`src/rtl/spi_frame_rx.sv`:
```
`default_nettype none
// +------------------------------------------------------------------------+
// | spi_frame_rx: SPI mode-0 slave receiver with CS_n framing and status TX  |
// | Rev 1.0                                                                |
// +------------------------------------------------------------------------+
module spi_frame_rx #(
  parameter int FRAME_BYTES = 9,
  parameter int SYNC_STAGES = 2
) (
  input  logic       sysClk,
  input  logic       rst,
  input  logic       spi_sck,
  input  logic       spi_cs_n,
  input  logic       spi_mosi,
  output logic       spi_miso,
  input  logic [7:0] status_byte,
  output logic [7:0] spi_byte,
  output logic       spi_input_valid,
  output logic [3:0] spi_byte_num,
  output logic       frame_done,
  output logic       frame_error
);

  localparam int              C_FW     = $clog2(SYNC_STAGES + 2);
  localparam logic [C_FW-1:0] C_SETTLE = C_FW'(SYNC_STAGES + 1);
  localparam logic [4:0]      C_FRAME  = 5'(FRAME_BYTES);

  typedef enum logic [1:0] {
    S_IDLE   = 2'd0,
    S_ACTIVE = 2'd1,
    S_DRAIN  = 2'd2
  } state_t;

  logic [SYNC_STAGES-1:0] r_sck_sync;
  logic [SYNC_STAGES-1:0] r_cs_sync;
  logic [SYNC_STAGES-1:0] r_mosi_sync;
  logic                   r_sck_d;
  logic                   r_cs_d;
  logic                   r_mosi_q;
  logic [C_FW-1:0]        r_settle_cnt;
  logic                   r_sck_rise;
  logic                   r_sck_fall;
  logic                   r_cs_fall;
  logic [2:0]             r_cs_rise_dly;

  logic                   w_settled;
  logic                   w_sck;
  logic                   w_cs;
  logic                   w_cs_rise;

  state_t                 r_state;
  state_t                 w_state_next;
  logic [2:0]             r_bit_cnt;
  logic [4:0]             r_byte_cnt;
  logic [7:0]             r_rx_shift;
  logic [7:0]             r_tx_shift;
  logic                   r_pend;
  logic                   w_overrun;
  logic [4:0]             w_bytes_after;

  assign w_sck     = r_sck_sync[SYNC_STAGES-1];
  assign w_cs      = r_cs_sync[SYNC_STAGES-1];
  assign w_settled = (r_settle_cnt == C_SETTLE);
  // cs_rise is delayed so a byte finishing alongside it is counted before the frame is judged
  assign w_cs_rise = r_cs_rise_dly[2];

  // Edges are suppressed until the synchronizers hold real input values after reset,
  // so a CS_n already low at reset release does not look like a fresh frame start.
  always_ff @(posedge sysClk) begin
    if (rst) begin
      r_sck_sync    <= '0;
      r_cs_sync     <= '1;
      r_mosi_sync   <= '0;
      r_sck_d       <= 1'b0;
      r_cs_d        <= 1'b1;
      r_mosi_q      <= 1'b0;
      r_settle_cnt  <= '0;
      r_sck_rise    <= 1'b0;
      r_sck_fall    <= 1'b0;
      r_cs_fall     <= 1'b0;
      r_cs_rise_dly <= '0;
    end else begin
      r_sck_sync    <= {r_sck_sync[SYNC_STAGES-2:0], spi_sck};
      r_cs_sync     <= {r_cs_sync[SYNC_STAGES-2:0], spi_cs_n};
      r_mosi_sync   <= {r_mosi_sync[SYNC_STAGES-2:0], spi_mosi};
      r_sck_d       <= w_sck;
      r_cs_d        <= w_cs;
      r_mosi_q      <= r_mosi_sync[SYNC_STAGES-1];
      if (!w_settled) begin
        r_settle_cnt <= r_settle_cnt + C_FW'(1);
      end
      r_sck_rise    <= w_settled & w_sck & ~r_sck_d;
      r_sck_fall    <= w_settled & ~w_sck & r_sck_d;
      r_cs_fall     <= w_settled & ~w_cs & r_cs_d;
      r_cs_rise_dly <= {r_cs_rise_dly[1:0], w_settled & w_cs & ~r_cs_d};
    end
  end

  assign w_overrun     = r_pend && (r_byte_cnt == C_FRAME);
  assign w_bytes_after = r_byte_cnt + {4'd0, r_pend & ~w_overrun};

  always_ff @(posedge sysClk) begin
    if (rst) begin
      r_state <= S_IDLE;
    end else begin
      r_state <= w_state_next;
    end
  end

  always_comb begin
    w_state_next = r_state;
    case (r_state)
      S_IDLE: begin
        if (r_cs_fall) w_state_next = S_ACTIVE;
      end
      S_ACTIVE: begin
        if (w_cs_rise)      w_state_next = S_IDLE;
        else if (w_overrun) w_state_next = S_DRAIN;
      end
      S_DRAIN: begin
        if (w_cs_rise) w_state_next = S_IDLE;
      end
      default: w_state_next = S_IDLE;
    endcase
  end

  always_ff @(posedge sysClk) begin
    if (rst) begin
      r_bit_cnt       <= 3'd0;
      r_byte_cnt      <= 5'd0;
      r_rx_shift      <= 8'd0;
      r_tx_shift      <= 8'd0;
      r_pend          <= 1'b0;
      spi_byte        <= 8'd0;
      spi_byte_num    <= 4'd0;
      spi_input_valid <= 1'b0;
      frame_done      <= 1'b0;
      frame_error     <= 1'b0;
    end else begin
      spi_input_valid <= 1'b0;
      frame_done      <= 1'b0;
      frame_error     <= 1'b0;
      case (r_state)
        S_IDLE: begin
          if (r_cs_fall) begin
            r_bit_cnt  <= 3'd0;
            r_byte_cnt <= 5'd0;
            r_pend     <= 1'b0;
            r_tx_shift <= status_byte;
          end
        end
        S_ACTIVE: begin
          if (r_sck_rise) begin
            r_rx_shift <= {r_rx_shift[6:0], r_mosi_q};
            r_bit_cnt  <= r_bit_cnt + 3'd1;
            if (r_bit_cnt == 3'd7) r_pend <= 1'b1;
          end
          if (r_sck_fall) begin
            r_tx_shift <= {r_tx_shift[6:0], 1'b0};
          end
          if (r_pend) begin
            r_pend <= 1'b0;
            if (w_overrun) begin
              frame_error <= 1'b1;
            end else begin
              spi_byte        <= r_rx_shift;
              spi_byte_num    <= r_byte_cnt[3:0];
              spi_input_valid <= 1'b1;
              r_byte_cnt      <= r_byte_cnt + 5'd1;
            end
          end
          if (w_cs_rise && !w_overrun) begin
            if ((r_bit_cnt == 3'd0) && (w_bytes_after == C_FRAME)) frame_done  <= 1'b1;
            else                                                   frame_error <= 1'b1;
          end
        end
        default: ;
      endcase
    end
  end

  assign spi_miso = (r_state == S_ACTIVE) & r_tx_shift[7];

endmodule
`default_nettype wire

```
`config.mk`:
```
export PLATFORM = sky130hd
export DESIGN_NAME = spi_frame_rx
export DESIGN_NICKNAME = d
export VERILOG_FILES = /design/src/rtl/spi_frame_rx.sv
export SDC_FILE = /design/constraint.sdc
export NUM_CORES = 1
export LEC_CHECK = 0
export ABC_AREA = 1
export CELL_PAD_IN_SITES_DETAIL_PLACEMENT = 1
export CELL_PAD_IN_SITES_GLOBAL_PLACEMENT = 1
export CORE_MARGIN = 2
export CORE_UTILIZATION = 36
export DETAILED_ROUTE_END_ITERATION = 10
export GPL_TIMING_DRIVEN = 0
export PLACE_DENSITY = 0.81
export SLEW_MARGIN = 25
export SYNTH_ARGS = -nofsm -noshare
export SYNTH_HDL_FRONTEND = slang
export SYNTH_SLANG_ARGS = --single-unit
```
`constraint.sdc`:
```
create_clock -name sysClk -period 2 [get_ports sysClk]
set_clock_uncertainty 0.15 [all_clocks]
set_input_delay 0.2 -clock sysClk [delete_from_list [all_inputs] [get_ports sysClk]]
set_output_delay 0.2 -clock sysClk [all_outputs]
set_load 0.005 [all_outputs]
```
==> insert_results.sql, run 1 <==
INSERT INTO impl_metrics (metric_group, metric, value, unit) VALUES
('status', 'status', 'finished, final reports clean', ''),
('synth', 'number_of_flops_mapped_to_enable_cells_by_yosys', '0', ''),
('place', 'post_dp_cell_area', '2776', 'sq um'),
('synth', 'yosys_reg_bits', '59', ''),
('routing', 'detail_route.wirelength', '6123', 'um'),
('timing', 'period_needed', '1955', 'ps'),
('clock_tree', 'cts_inserted_buffers', '9', ''),
('final_layout', 'area_of_all_placed_cells_without_fillers', '3123', 'sq um'),
('clock_tree', 'cts-root-to-sink-buffers', '2', ''),
('global_routing', 'overflow', '0', ''),
('global_routing', 'grt_start_max_net_pins', '16', ''),
('synth', 'ys_seq_area_share', '49.22', '%'),
('global_routing', 'grt_use_total', '18.16', '%'),
('die', 'io_pins', '29', ''),
('synth', 'synth_fp_nets', '319', ''),
('die', 'chipWidth', '85.65', 'um'),
('synth', 'post_synth.cell_area_avg', '8.053', 'sq um'),
('synth', 'asyncSetResetFlopFracSynth', '0', '%'),
('synth', 'syn-instance-count', '298', ''),
('pwr', 'power_leakage', '1.192', 'nW'),
('clock_tree', 'clock_tree.root_cell', 'sky130_fd_sc_hd__clkbuf_8', ''),
('global_routing', 'first_global_vias', '2222', ''),
('timing', 'finalHoldViolCount', '0', ''),
('critical_path', 'worst-endpoint-required', '2080', 'ps'),
('final_layout', 'drive_above_1_share', '17.19', '%'),
('routing', 'drt.antenna.violating_nets', '0', ''),
('critical_path', 'critical_path_class', 'flop to flop', ''),
('final_layout', 'area_growth_from_synthesis_to_layout', '30.14', '%'),
('final_layout', 'layout.area.seq', '1190', 'sq um'),
('final_layout', 'diodes', '0', ''),
('routing', 'drt-pass1-iter-count', '4', ''),
('timing', 'slew_viol_final', '0', ''),
('pwr', 'power_per_cell_area', '774.1', 'nW/um^2'),
('final_layout', 'nNetsFinal', '366', ''),
('hold_path', 'min_delay_worst_endpoint', 'r_sck_sync[0]$_SDFF_PP0_', ''),
('synth', 'post_synth_instance_area', '2400', 'sq um'),
('die', 'core-area', '6386', 'sq um'),
('global_routing', 'grt_antenna_before_repair', '0', ''),
('pwr', 'power.ir.vdd_worst', '0.5397', 'mV'),
('timing', 'relSlewSlack', '61.19', '%'),
('routing', 'routed_wire_length_per_instance', '14.37', 'um'),
('synth', 'netlist-cell-type-count', '25', ''),
('timing', 'fin_worst_hold_slack', '235.1', 'ps'),
('die', 'chipHeight', '85.65', 'um'),
('synth', 'synth_warnings', '0', ''),
('timing', 'timing_worst_slew_pin_value', '582.2', 'ps'),
('clock_tree', 'tritoncts', 'done', ''),
('hold_path', 'hp-start', 'spi_sck', ''),
('hold_path', 'class_of_the_worst_hold_path', 'input port to flop', ''),
('place', 'io_buffer_count', '28', ''),
('die', 'initial_core_util', '37.58', '%'),
('clock_tree', 'worst_setup_hold_path_clk_slew', '70', 'ps'),
('routing', 'drt_first_iter_violations', '62', ''),
('place', 'dp_hpwl', '3899', 'um'),
('die', 'floorplan.die_area', '7335', 'sq um'),
('routing', 'drt-vias-per-instance', '4.960', ''),
('hold_path', 'worstHoldPathCells', '3', ''),
('critical_path', 'setup.worst_path.end_class', 'flop', ''),
('clock_tree', 'clock_tree.htree_level_count', '3', ''),
('critical_path', 'timing.critical_path.fanout_max', '2', ''),
('timing', 'fmax', '0.5116', 'GHz'),
('global_routing', 'grt_first_pass_wirelength', '10370', 'um'),
('place', 'place.gp.congestion', '0.7979', ''),
('routing', 'post-route-drc-count', '0', ''),
('critical_path', 'cp.arrival', '2040', 'ps'),
('final_layout', 'multiInputGateArea', '1076', 'sq um'),
('timing', 'finalCritPeriodShare', '97.73', '%'),
('run', 'timing.max_cap.violations', '0', ''),
('synth', 'synth_ff_type', 'sky130_fd_sc_hd__dfxtp_1', ''),
('critical_path', 'reg_to_reg_setup_timing_slack', '50', 'ps'),
('clock_tree', 'clk_latency', '340', 'ps'),
('routing', 'num_vias', '2113', ''),
('critical_path', 'r2r_cells', '15', ''),
('clock_tree', 'clock_sinks', '59', ''),
('die', 'fp-row-count', '29', ''),
('timing', 'timing.final.setup_violations', '0', ''),
('final_layout', 'final.fill_count', '776', ''),
('critical_path', 'worst_r2r_endpoint', 'frame_error$_SDFF_PP0_', ''),
('critical_path', 'cp-start-kind', 'flop', ''),
('critical_path', 'reg2reg_from', 'r_byte_cnt[1]$_SDFFE_PP0P_', '');
## how the worst max path moves through the flow
stage	start	end	cells past startpoint
after global routing	r_byte_cnt[1]$_SDFFE_PP0P_	frame_error$_SDFF_PP0_	15
after global placement	r_byte_cnt[0]$_SDFFE_PP0P_	frame_error$_SDFF_PP0_	14
final	r_byte_cnt[1]$_SDFFE_PP0P_	frame_error$_SDFF_PP0_	15
after detailed placement	r_byte_cnt[0]$_SDFFE_PP0P_	frame_error$_SDFF_PP0_	14
after floorplan	r_byte_cnt[0]$_SDFFE_PP0P_	frame_error$_SDFF_PP0_	14
after CTS	r_byte_cnt[2]$_SDFFE_PP0P_	frame_error$_SDFF_PP0_	15
## synthesized netlist by cell type (4+ instances only)
cell type                  count  area (sq um)
sky130_fd_sc_hd__nand2_1      66         247.7
sky130_fd_sc_hd__dfxtp_1      59          1181
sky130_fd_sc_hd__a21oi_1      33         165.2
sky130_fd_sc_hd__inv_1        24         90.09
sky130_fd_sc_hd__nand3_1      24         120.1
sky130_fd_sc_hd__nor2_1       22         82.58
sky130_fd_sc_hd__o21ai_0      12         60.06
sky130_fd_sc_hd__ha_1          8         100.1
sky130_fd_sc_hd__a31oi_1       7         43.79
sky130_fd_sc_hd__clkbuf_1      6         22.52
sky130_fd_sc_hd__buf_6         5         56.30
sky130_fd_sc_hd__nand2_2       5         31.28
sky130_fd_sc_hd__buf_2         4         20.02
sky130_fd_sc_hd__xor2_1        4         35.03
## placed cells by master, fill, tap and decap left out, drive strengths merged, types with 8 or more instances in the layout
| cell | Yosys | routed |
|---|---|---|
| nand2 | 71 | 71 |
| dfxtp | 59 | 59 |
| a21oi | 33 | 33 |
| inv | 28 | 28 |
| clkdlybuf4s50 | 0 | 27 |
| nand3 | 27 | 27 |
| nor2 | 24 | 24 |
| clkbuf | 6 | 18 |
| buf | 9 | 16 |
| o21ai | 12 | 12 |
| ha | 8 | 8 |
## area by class of cell
type	instances	area share, %
clock buffers	11	4.848
repair buffers	37	11.22
flip-flops and latches	59	38.10
plain buffers	14	3.085
inverters	28	3.606
well taps	77	3.085
clock inverters	4	1.603
multi-input cells	196	34.46
## kinds of logic (layout without fill, tap and decap cells)
kind of cell             after synthesis  after routing  synth area share [%]
AO/OA/AOI/OAI                         53             53                 11.52
XOR/XNOR                               5              5                 1.825
adder cells (fa/ha/maj)                8              8                 4.171
buffers and inverters                 43             94                 8.603
flip-flops                            59             59                 49.22
AND/OR/NAND/NOR                      130            130                 24.66
## report_power, final
part           internal, mW  switching (mW)  total [mW]
combinational        0.0480          0.0590       0.107
clock                 0.634           0.470        1.10
sequential             1.20          0.0118        1.21
total                  1.88           0.541        2.42
## registers in the layout (all words and copies together), names as in the netlist, 2 cells and up
signal,flops
r_tx_shift,8
r_byte_cnt,5
r_bit_cnt,3
r_state,2
spi_byte_num,4
r_rx_shift,8
r_settle_cnt,2
spi_byte,8
r_cs_sync,2
r_mosi_sync,2
r_cs_rise_dly,3
r_sck_sync,2
## per-stage QoR
stage	util, %	worst slack, ps	power, mW	instances	setup TNS (ps)
finish	48.90	45.47	2.418	426	0
global route	48.90	-69.83	2.537	426	-75.35
CTS	47.45	20.51	2.448	421	0
detailed placement	43.48	-216.5	1.342	403	-813.5
global placement	43.48	-177.5	1.334	403	-342.2
floorplan	-	34.89	1.293	298	0
## critical path: stages, from the launching register on
cell and delay, ps:
sky130_fd_sc_hd__dfxtp_4 360, sky130_fd_sc_hd__inv_4 60, sky130_fd_sc_hd__ha_4 140, sky130_fd_sc_hd__nand3_4 80, sky130_fd_sc_hd__nand2_2 70, sky130_fd_sc_hd__inv_2 40
sky130_fd_sc_hd__ha_4 160, sky130_fd_sc_hd__ha_4 200, sky130_fd_sc_hd__inv_1 40, sky130_fd_sc_hd__nand2_1 50, sky130_fd_sc_hd__nor2_2 100, sky130_fd_sc_hd__nand2_1 70
sky130_fd_sc_hd__nor2_1 100, sky130_fd_sc_hd__nand2_1 80, sky130_fd_sc_hd__nand2_1 90, sky130_fd_sc_hd__a21oi_2 50
## per-layer routing
| metal | GRT usage (%) | vias to the layer above | share of wire, % |
|---|---|---|---|
| li1 | - | 1061 | - |
| met4 | 6.638 | 0 | 2.2 |
| met2 | 31.53 | 38 | 51 |
| met1 | 20.45 | 1001 | 43 |
| met5 | 0 | - | 0 |
| met3 | 6.545 | 13 | 3.5 |
## what timing repair did
action                                  4_1_cts  5_1_grt
pin swaps                                     4        5
endpoints found under the setup margin        3        3
buffers inserted                              4        5
hold buffers                                  0        0
gates resized for setup                       9       14
No activity file was read; power rests on OpenSTA's default activity.
==> inputs of run 2 (changes only) <==
--- a/config.mk
+++ b/config.mk
@@ -10,6 +10,7 @@
 export CELL_PAD_IN_SITES_GLOBAL_PLACEMENT = 1
 export CORE_MARGIN = 2
 export CORE_UTILIZATION = 36
+export CTS_CLUSTER_DIAMETER = 40
 export DETAILED_ROUTE_END_ITERATION = 10
 export GPL_TIMING_DRIVEN = 0
 export PLACE_DENSITY = 0.81
==> constraint.sdc (replaced) <==
create_clock -name sysClk -period 2 [get_ports sysClk]
set_clock_uncertainty 0.15 [all_clocks]
set_input_delay 0.4 -clock sysClk [delete_from_list [all_inputs] [get_ports sysClk]]
set_output_delay 0.4 -clock sysClk [all_outputs]
set_load 0.005 [all_outputs]
==> run 2 against run 1 <==
  * First-iteration DRC count is 26% lower
  * Wire length down 0.46%
  * Hold slack improved by 19 ps
  * Cell area decreased by 0.52%
  * Clock power is essentially flat
  * Setup slack better by 1.7 ps
  * Sequential cell count unchanged
==> insert_results.sql, run 2 (same netlist as run 1, synthesis figures left out) <==
INSERT INTO impl_metrics (metric_group, metric, value, unit) VALUES
('routing', 'routed_wire_length_per_instance', '14.38', 'um'),
('hold_path', 'class_of_the_worst_hold_path', 'flop to flop', ''),
('clock_tree', 'clock_tree.root_cell', 'sky130_fd_sc_hd__clkbuf_8', ''),
('final_layout', 'drive_above_1_share', '16.71', '%'),
('global_routing', 'first_global_vias', '2247', ''),
('routing', 'drt-pass1-iter-count', '4', ''),
('place', 'place.gp.congestion', '0.7979', ''),
('die', 'io_pins', '29', ''),
('pwr', 'power.ir.vdd_worst', '0.5389', 'mV'),
('critical_path', 'cp.arrival', '2040', 'ps'),
('timing', 'timing_worst_slew_pin_value', '564.6', 'ps'),
('place', 'dp.cells', '403', ''),
('critical_path', 'critPathBufInv', '3', ''),
('critical_path', 'setup.worst_path.start', 'r_byte_cnt[1]$_SDFFE_PP0P_', ''),
('timing', 'finalSetupTns', '0', 'ps'),
('pwr', 'power_leakage', '1.170', 'nW'),
('place', 'io_buffer_count', '28', ''),
('final_layout', 'layout_top_registers', 'r_rx_shift: 8 flops, r_tx_shift: 8 flops, spi_byte: 8 flops', ''),
('timing', 'fmax', '0.5121', 'GHz'),
('place', 'dp_slack', '-250.1', 'ps'),
('clock_tree', 'clk_latency', '340', 'ps'),
('final_layout', 'final_core_util', '48.65', '%'),
('clock_tree', 'cts-root-to-sink-buffers', '2', ''),
('timing', 'finalHoldViolCount', '0', ''),
('clock_tree', 'clock_tree.htree_level_count', '3', ''),
('final_layout', 'diodes', '0', ''),
('critical_path', 'setup.worst_path.end_class', 'flop', ''),
('pwr', 'total_power', '2.418', 'mW'),
('clock_tree', 'worst_setup_hold_path_clk_slew', '70', 'ps'),
('critical_path', 'cp-start-kind', 'flop', ''),
('place', 'post_dp_cell_area', '2776', 'sq um'),
('status', 'status', 'finished, final reports clean', ''),
('timing', 'relSlewSlack', '62.36', '%'),
('die', 'initial_core_util', '37.58', '%'),
('place', 'dp_hpwl', '3899', 'um'),
('timing', 'fin_worst_hold_slack', '254.6', 'ps'),
('critical_path', 'critical_path_class', 'flop to flop', ''),
('timing', 'slew_viol_final', '0', ''),
('final_layout', 'final_cells', '424', ''),
('routing', 'num_vias', '2129', ''),
('critical_path', 'crit_path_cell_trace', 'inv_4, ha_4, nand3_4, nand2_2, inv_2, ha_4, ha_4, inv_1, nand2_1, nor2_2, nand2_1, nor2_1, nand2_1, nand2_1, a21oi_2', ''),
('final_layout', 'highest_count_cells_in_the_layout_ignoring_fill_and_taps', 'sky130_fd_sc_hd__nand2_1 (65), sky130_fd_sc_hd__dfxtp_1 (57), sky130_fd_sc_hd__a21oi_1 (32), sky130_fd_sc_hd__clkdlybuf4s50_1 (27), sky130_fd_sc_hd__nand3_1 (24)', ''),
('clock_tree', 'holdBufCountCts', '0', ''),
('final_layout', 'area_of_all_placed_cells_without_fillers', '3107', 'sq um'),
('die', 'chipWidth', '85.65', 'um'),
('die', 'fp-row-count', '29', ''),
('global_routing', 'grt_use_total', '18.47', '%'),
('run', 'timing.max_cap.violations', '0', ''),
('timing', 'period_needed', '1953', 'ps'),
('critical_path', 'reg2reg_from', 'r_byte_cnt[1]$_SDFFE_PP0P_', ''),
('die', 'floorplan.die_area', '7335', 'sq um'),
('routing', 'drt.antenna.violating_nets', '0', ''),
('die', 'core-area', '6386', 'sq um'),
('clock_tree', 'clock_sinks', '59', ''),
('timing', 'timing.final.setup_violations', '0', ''),
('routing', 'detail_route.wirelength', '6095', 'um'),
('routing', 'post-route-drc-count', '0', ''),
('critical_path', 'cp_slowest_stage_delay', '350', 'ps'),
('routing', 'drt_first_iter_violations', '46', ''),
('pwr', 'power_per_cell_area', '778.2', 'nW/um^2'),
('routing', 'drt-vias-per-instance', '5.021', ''),
('critical_path', 'timing.critical_path.fanout_max', '2', ''),
('timing', 'finalCritPeriodShare', '97.64', '%'),
('hold_path', 'hp-start', 'r_mosi_sync[0]$_SDFF_PP0_', ''),
('global_routing', 'grt_antenna_before_repair', '0', ''),
('critical_path', 'most_used_cell_along_the_critical_path', 'sky130_fd_sc_hd__nand2_1', ''),
('clock_tree', 'cts_inserted_buffers', '9', ''),
('global_routing', 'grt_start_max_net_pins', '16', ''),
('timing', 'timing.final.ws_setup', '47.18', 'ps'),
('clock_tree', 'tritoncts', 'done', ''),
('global_routing', 'overflow', '0', ''),
('critical_path', 'cpLargestDelayFamily', 'simple AND/OR/NAND/NOR gates', ''),
('critical_path', 'worst_path_cell_with_the_longest_stage_delay', 'sky130_fd_sc_hd__dfxtp_4', ''),
('critical_path', 'worst-endpoint-required', '2080', 'ps'),
('global_routing', 'grt_first_pass_wirelength', '10520', 'um'),
('final_layout', 'nNetsFinal', '364', ''),
('final_layout', 'layout.cells.most_common', 'sky130_fd_sc_hd__nand2_1', ''),
('die', 'chipHeight', '85.65', 'um'),
('final_layout', 'area_growth_from_synthesis_to_layout', '29.46', '%');
==> run 2: final timing paths <==
| check | end | slack (ps) | cells after the start |
|---|---|---|---|
| setup reg to reg | frame_error$_SDFF_PP0_ | 50 | 15 |
| setup / recovery | frame_error$_SDFF_PP0_ | 50 | 15 |
| hold / removal | r_mosi_sync[1]$_SDFF_PP0_ | 250 | 2 |
| hold reg to reg | r_mosi_sync[1]$_SDFF_PP0_ | 250 | 2 |
==> run 2: final cells by class <==
cell class | instances | area, sq um
plain buffers | 14 | 97.59
clock buffers | 11 | 151.4
clock inverters | 4 | 50.05
fillers | 771 | 3279
inverters | 28 | 115.1
multi-input cells | 196 | 1076
flip-flops and latches | 59 | 1189
well taps | 77 | 96.34
repair buffers | 35 | 331.6
==> run 2: worst reg2reg max path: stages (launching register included) <==
cell and delay [ps]:
sky130_fd_sc_hd__dfxtp_4 350, sky130_fd_sc_hd__inv_4 60, sky130_fd_sc_hd__ha_4 140, sky130_fd_sc_hd__nand3_4 80, sky130_fd_sc_hd__nand2_2 80, sky130_fd_sc_hd__inv_2 40, sky130_fd_sc_hd__ha_4 160, sky130_fd_sc_hd__ha_4 200
sky130_fd_sc_hd__inv_1 40, sky130_fd_sc_hd__nand2_1 50, sky130_fd_sc_hd__nor2_2 100, sky130_fd_sc_hd__nand2_1 70, sky130_fd_sc_hd__nor2_1 100, sky130_fd_sc_hd__nand2_1 80, sky130_fd_sc_hd__nand2_1 80, sky130_fd_sc_hd__a21oi_2 50
==> run 2: repair_timing <==
action / in CTS / in global routing
resized for setup: 12 / 12
endpoints found under the setup margin: 3 / 10
buffers inserted: 5 / 2
pin swaps: 3 / 5
==> run 2: layer usage <==
layer	global-route usage, %	part of all wire [%]	vias to the layer above
met5	0	0	-
met4	7.792	2.2	0
met3	6.641	3.9	14
met2	31.53	52	46
met1	20.81	42	1015
li1	-	-	1054
==> run 2: power breakdown <==
group | total (mW) | switching [mW] | internal (mW) | leakage [nW]
Combinational | 0.107 | 0.0592 | 0.0482 | 0.594
Clock | 1.10 | 0.470 | 0.634 | 0.0974
Sequential | 1.21 | 0.0118 | 1.20 | 0.479
Total | 2.42 | 0.541 | 1.88 | 1.17
==> inputs of run 3 (changes only) <==
--- a/config.mk
+++ b/config.mk
@@ -9,11 +9,12 @@
 export CELL_PAD_IN_SITES_DETAIL_PLACEMENT = 1
 export CELL_PAD_IN_SITES_GLOBAL_PLACEMENT = 1
 export CORE_MARGIN = 2
-export CORE_UTILIZATION = 36
+export CORE_UTILIZATION = 38
+export CTS_BUF_LIST = sky130_fd_sc_hd__clkbuf_2
 export CTS_CLUSTER_DIAMETER = 40
 export DETAILED_ROUTE_END_ITERATION = 10
 export GPL_TIMING_DRIVEN = 0
-export PLACE_DENSITY = 0.81
+export PLACE_DENSITY = 0.85
 export SLEW_MARGIN = 25
 export SYNTH_ARGS = -nofsm -noshare
 export SYNTH_HDL_FRONTEND = slang
==> run 3 against run 2 <==
  * The flow now finishes with violations (negative setup slack)
  * Total power shrank 5.6%
  * Setup slack lost 63 ps
  * Wire length grew 3.7%
  * Hold slack gained 6.0 ps
  * Critical path depth is the same
  * Fmax shrank 3.1%
  * Count of clock-buffer cells in the layout shrank 2
==> insert_results.sql, run 3 (same netlist as run 1, synthesis figures left out) <==
INSERT INTO impl_metrics (metric_group, metric, value, unit) VALUES
('status', 'violations', 'negative setup slack', ''),
('routing', 'routed_wire_length_per_instance', '14.95', 'um'),
('place', 'dp_hpwl', '3946', 'um'),
('timing', 'setup_repair_after_global_routing_missed_its_margin', 'true', ''),
('global_routing', 'grt_start_max_net_pins', '16', ''),
('routing', 'drt.antenna.violating_nets', '0', ''),
('die', 'fp-row-count', '28', ''),
('final_layout', 'area_of_all_placed_cells_without_fillers', '3059', 'sq um'),
('critical_path', 'reg2reg_from', 'r_byte_cnt[1]$_SDFFE_PP0P_', ''),
('critical_path', 'setup.worst_path.start', 'r_byte_cnt[1]$_SDFFE_PP0P_', ''),
('global_routing', 'overflow', '0', ''),
('critical_path', 'reg_to_reg_setup_timing_slack', '-20', 'ps'),
('pwr', 'internal-power', '1.768', 'mW'),
('final_layout', 'area_growth_from_synthesis_to_layout', '27.48', '%'),
('die', 'chipWidth', '83.47', 'um'),
('final_layout', 'layout.cells.most_common', 'sky130_fd_sc_hd__nand2_1', ''),
('timing', 'fin_worst_hold_slack', '260.5', 'ps'),
('timing', 'timing.final.ws_setup', '-16.26', 'ps'),
('timing', 'slew_viol_final', '0', ''),
('final_layout', 'nNetsFinal', '365', ''),
('global_routing', 'grt_use_total', '18.26', '%'),
('pwr', 'power.ir.vdd_worst', '0.4345', 'mV'),
('pwr', 'total_power', '2.283', 'mW'),
('final_layout', 'drive_above_1_share', '17.82', '%'),
('clock_tree', 'cts-root-to-sink-buffers', '2', ''),
('critical_path', 'r2r_cells', '15', ''),
('clock_tree', 'clock_tree.root_cell', 'sky130_fd_sc_hd__clkbuf_2', ''),
('timing', 'timing.final.setup_violations', '1', ''),
('global_routing', 'first_global_vias', '2168', ''),
('die', 'initial_core_util', '39.83', '%'),
('final_layout', 'layout_top_registers', 'r_rx_shift: 8 flops, r_tx_shift: 8 flops, spi_byte: 8 flops', ''),
('pwr', 'power.switching', '514.3', 'uW'),
('critical_path', 'cp.arrival', '2250', 'ps'),
('pwr', 'combinationalPowerShare', '4.8', '%'),
('timing', 'timing_worst_slew_pin_value', '546.9', 'ps'),
('die', 'core-area', '6026', 'sq um'),
('final_layout', 'diodes', '0', ''),
('status', 'status', 'complete, but fails checks', ''),
('final_layout', 'final.fill_count', '741', ''),
('pwr', 'power_frac_clock', '42.3', '%'),
('critical_path', 'worst_r2r_endpoint', 'frame_error$_SDFF_PP0_', ''),
('final_layout', 'layout.area.seq', '1199', 'sq um'),
('place', 'post_dp_cell_area', '2774', 'sq um'),
('routing', 'num_vias', '2169', ''),
('pwr', 'power_leakage', '1.163', 'nW'),
('clock_tree', 'cts_inserted_buffers', '9', ''),
('final_layout', 'highest_count_cells_in_the_layout_ignoring_fill_and_taps', 'sky130_fd_sc_hd__nand2_1 (65), sky130_fd_sc_hd__dfxtp_1 (51), sky130_fd_sc_hd__a21oi_1 (32), sky130_fd_sc_hd__clkdlybuf4s50_1 (27), sky130_fd_sc_hd__nand3_1 (24)', ''),
('critical_path', 'setup.worst_path.end_class', 'flop', ''),
('routing', 'detail_route.wirelength', '6323', 'um'),
('run', 'timing.max_cap.violations', '0', ''),
('timing', 'finalSetupTns', '-16.26', 'ps'),
('place', 'dp.cells', '401', ''),
('die', 'floorplan.die_area', '6967', 'sq um'),
('timing', 'finalHoldViolCount', '0', ''),
('hold_path', 'class_of_the_worst_hold_path', 'flop to flop', ''),
('final_layout', 'final_cells', '423', ''),
('timing', 'fmax', '0.4960', 'GHz'),
('critical_path', 'worst-endpoint-required', '2240', 'ps'),
('clock_tree', 'tritoncts', 'done', ''),
('final_layout', 'final_core_util', '50.77', '%'),
('routing', 'drt_first_iter_violations', '87', ''),
('critical_path', 'timing.critical_path.fanout_max', '2', ''),
('pwr', 'reg_power_share', '52.9', '%'),
('global_routing', 'grt_antenna_before_repair', '0', ''),
('place', 'place.gp.congestion', '0.7910', ''),
('critical_path', 'cp-start-kind', 'flop', ''),
('pwr', 'swShare', '22.53', '%'),
('clock_tree', 'clk_latency', '490', 'ps'),
('clock_tree', 'clock_tree.htree_level_count', '3', ''),
('critical_path', 'endpoint', 'frame_error$_SDFF_PP0_', ''),
('routing', 'drt-vias-per-instance', '5.128', ''),
('place', 'dp_slack', '-211.5', 'ps'),
('die', 'io_pins', '29', ''),
('pwr', 'power_per_cell_area', '746.2', 'nW/um^2'),
('routing', 'drt-pass1-iter-count', '5', ''),
('clock_tree', 'holdBufCountCts', '0', ''),
('critical_path', 'critical_path_class', 'flop to flop', ''),
('final_layout', 'multiInputGateArea', '1069', 'sq um'),
('clock_tree', 'clock_sinks', '59', ''),
('timing', 'relSlewSlack', '63.54', '%'),
('clock_tree', 'worst_setup_hold_path_clk_slew', '170', 'ps'),
('routing', 'post-route-drc-count', '0', ''),
('timing', 'period_needed', '2016', 'ps'),
('timing', 'finalCritPeriodShare', '100.8', '%'),
('global_routing', 'grt_first_pass_wirelength', '10210', 'um'),
('die', 'chipHeight', '83.47', 'um'),
('place', 'io_buffer_count', '28', '');
==> run 3: changes by cell type in the layout (fill, tap and decap cells not counted), sizes merged <==
cell         delta
bufinv          +2
clkinvlp        -1
buf             +2
clkbuf          -2
clkinv          +1
dlygate4sd2     -1
==> run 3: worst min-delay path by stage <==
| stage | cells past startpoint | startpoint | slack [ps] | end |
|---|---|---|---|---|
| final | 2 | r_mosi_sync[0]$_SDFF_PP0_ | 260 | r_mosi_sync[1]$_SDFF_PP0_ |
| after CTS | 3 | spi_sck | 260 | r_sck_sync[0]$_SDFF_PP0_ |
| after detailed placement | 2 | r_mosi_sync[0]$_SDFF_PP0_ | 250 | r_mosi_sync[1]$_SDFF_PP0_ |
| after floorplan | 2 | r_cs_rise_dly[0]$_SDFF_PP0_ | 240 | r_cs_rise_dly[1]$_SDFF_PP0_ |
| after global placement | 2 | r_mosi_sync[0]$_SDFF_PP0_ | 240 | r_mosi_sync[1]$_SDFF_PP0_ |
| after global routing | 3 | spi_mosi | 240 | r_mosi_sync[0]$_SDFF_PP0_ |
==> run 3: critical path, cell delays in order (launching register included) <==
cell and delay (ps):
sky130_fd_sc_hd__dfxtp_4 390, sky130_fd_sc_hd__inv_4 60, sky130_fd_sc_hd__ha_4 150, sky130_fd_sc_hd__nand3_4 70, sky130_fd_sc_hd__nand2_2 70, sky130_fd_sc_hd__inv_2 50
sky130_fd_sc_hd__ha_4 160, sky130_fd_sc_hd__ha_4 210, sky130_fd_sc_hd__inv_2 40, sky130_fd_sc_hd__nand2_1 40, sky130_fd_sc_hd__nor2_1 120, sky130_fd_sc_hd__nand2_1 70
sky130_fd_sc_hd__nor2_1 110, sky130_fd_sc_hd__nand2_1 90, sky130_fd_sc_hd__nand2_1 90, sky130_fd_sc_hd__a21oi_2 50
==> run 3: layout make-up <==
class | instances | area share (%)
Buffer | 13 | 2.781
Clock buffer | 9 | 1.472
Clock inverter | 6 | 3.436
Multi-Input combinational cell | 196 | 34.93
Inverter | 28 | 3.926
Sequential cell | 59 | 39.18
Tap cell | 75 | 3.067
Timing Repair Buffer | 37 | 11.21
==> run 3: layer usage <==
layer  GRT usage, %  part of all wire [%]  vias up
li1               -                     -     1058
met1          22.23                    44     1070
met2          31.09                    52       30
met3          4.154                   2.5       11
met4          7.625                   1.7        0
met5              0                     0        -
==> run 3: timing repair <==
item / 4_1_cts / 5_1_grt
endpoints found under the setup margin: 3 / 6
pin swaps: 3 / 4
buffers inserted: 4 / 5
resized for setup: 16 / 17
==> run 3: power groups by stage <==
stage | registers [mW] | logic (mW) | clock network, mW
after floorplan | 1.23 | 0.0600 | 0
after global placement | 1.23 | 0.0996 | 0
after detailed placement | 1.24 | 0.104 | 0
after CTS | 1.21 | 0.110 | 0.986
after global routing | 1.21 | 0.123 | 1.04
final | 1.21 | 0.109 | 0.966
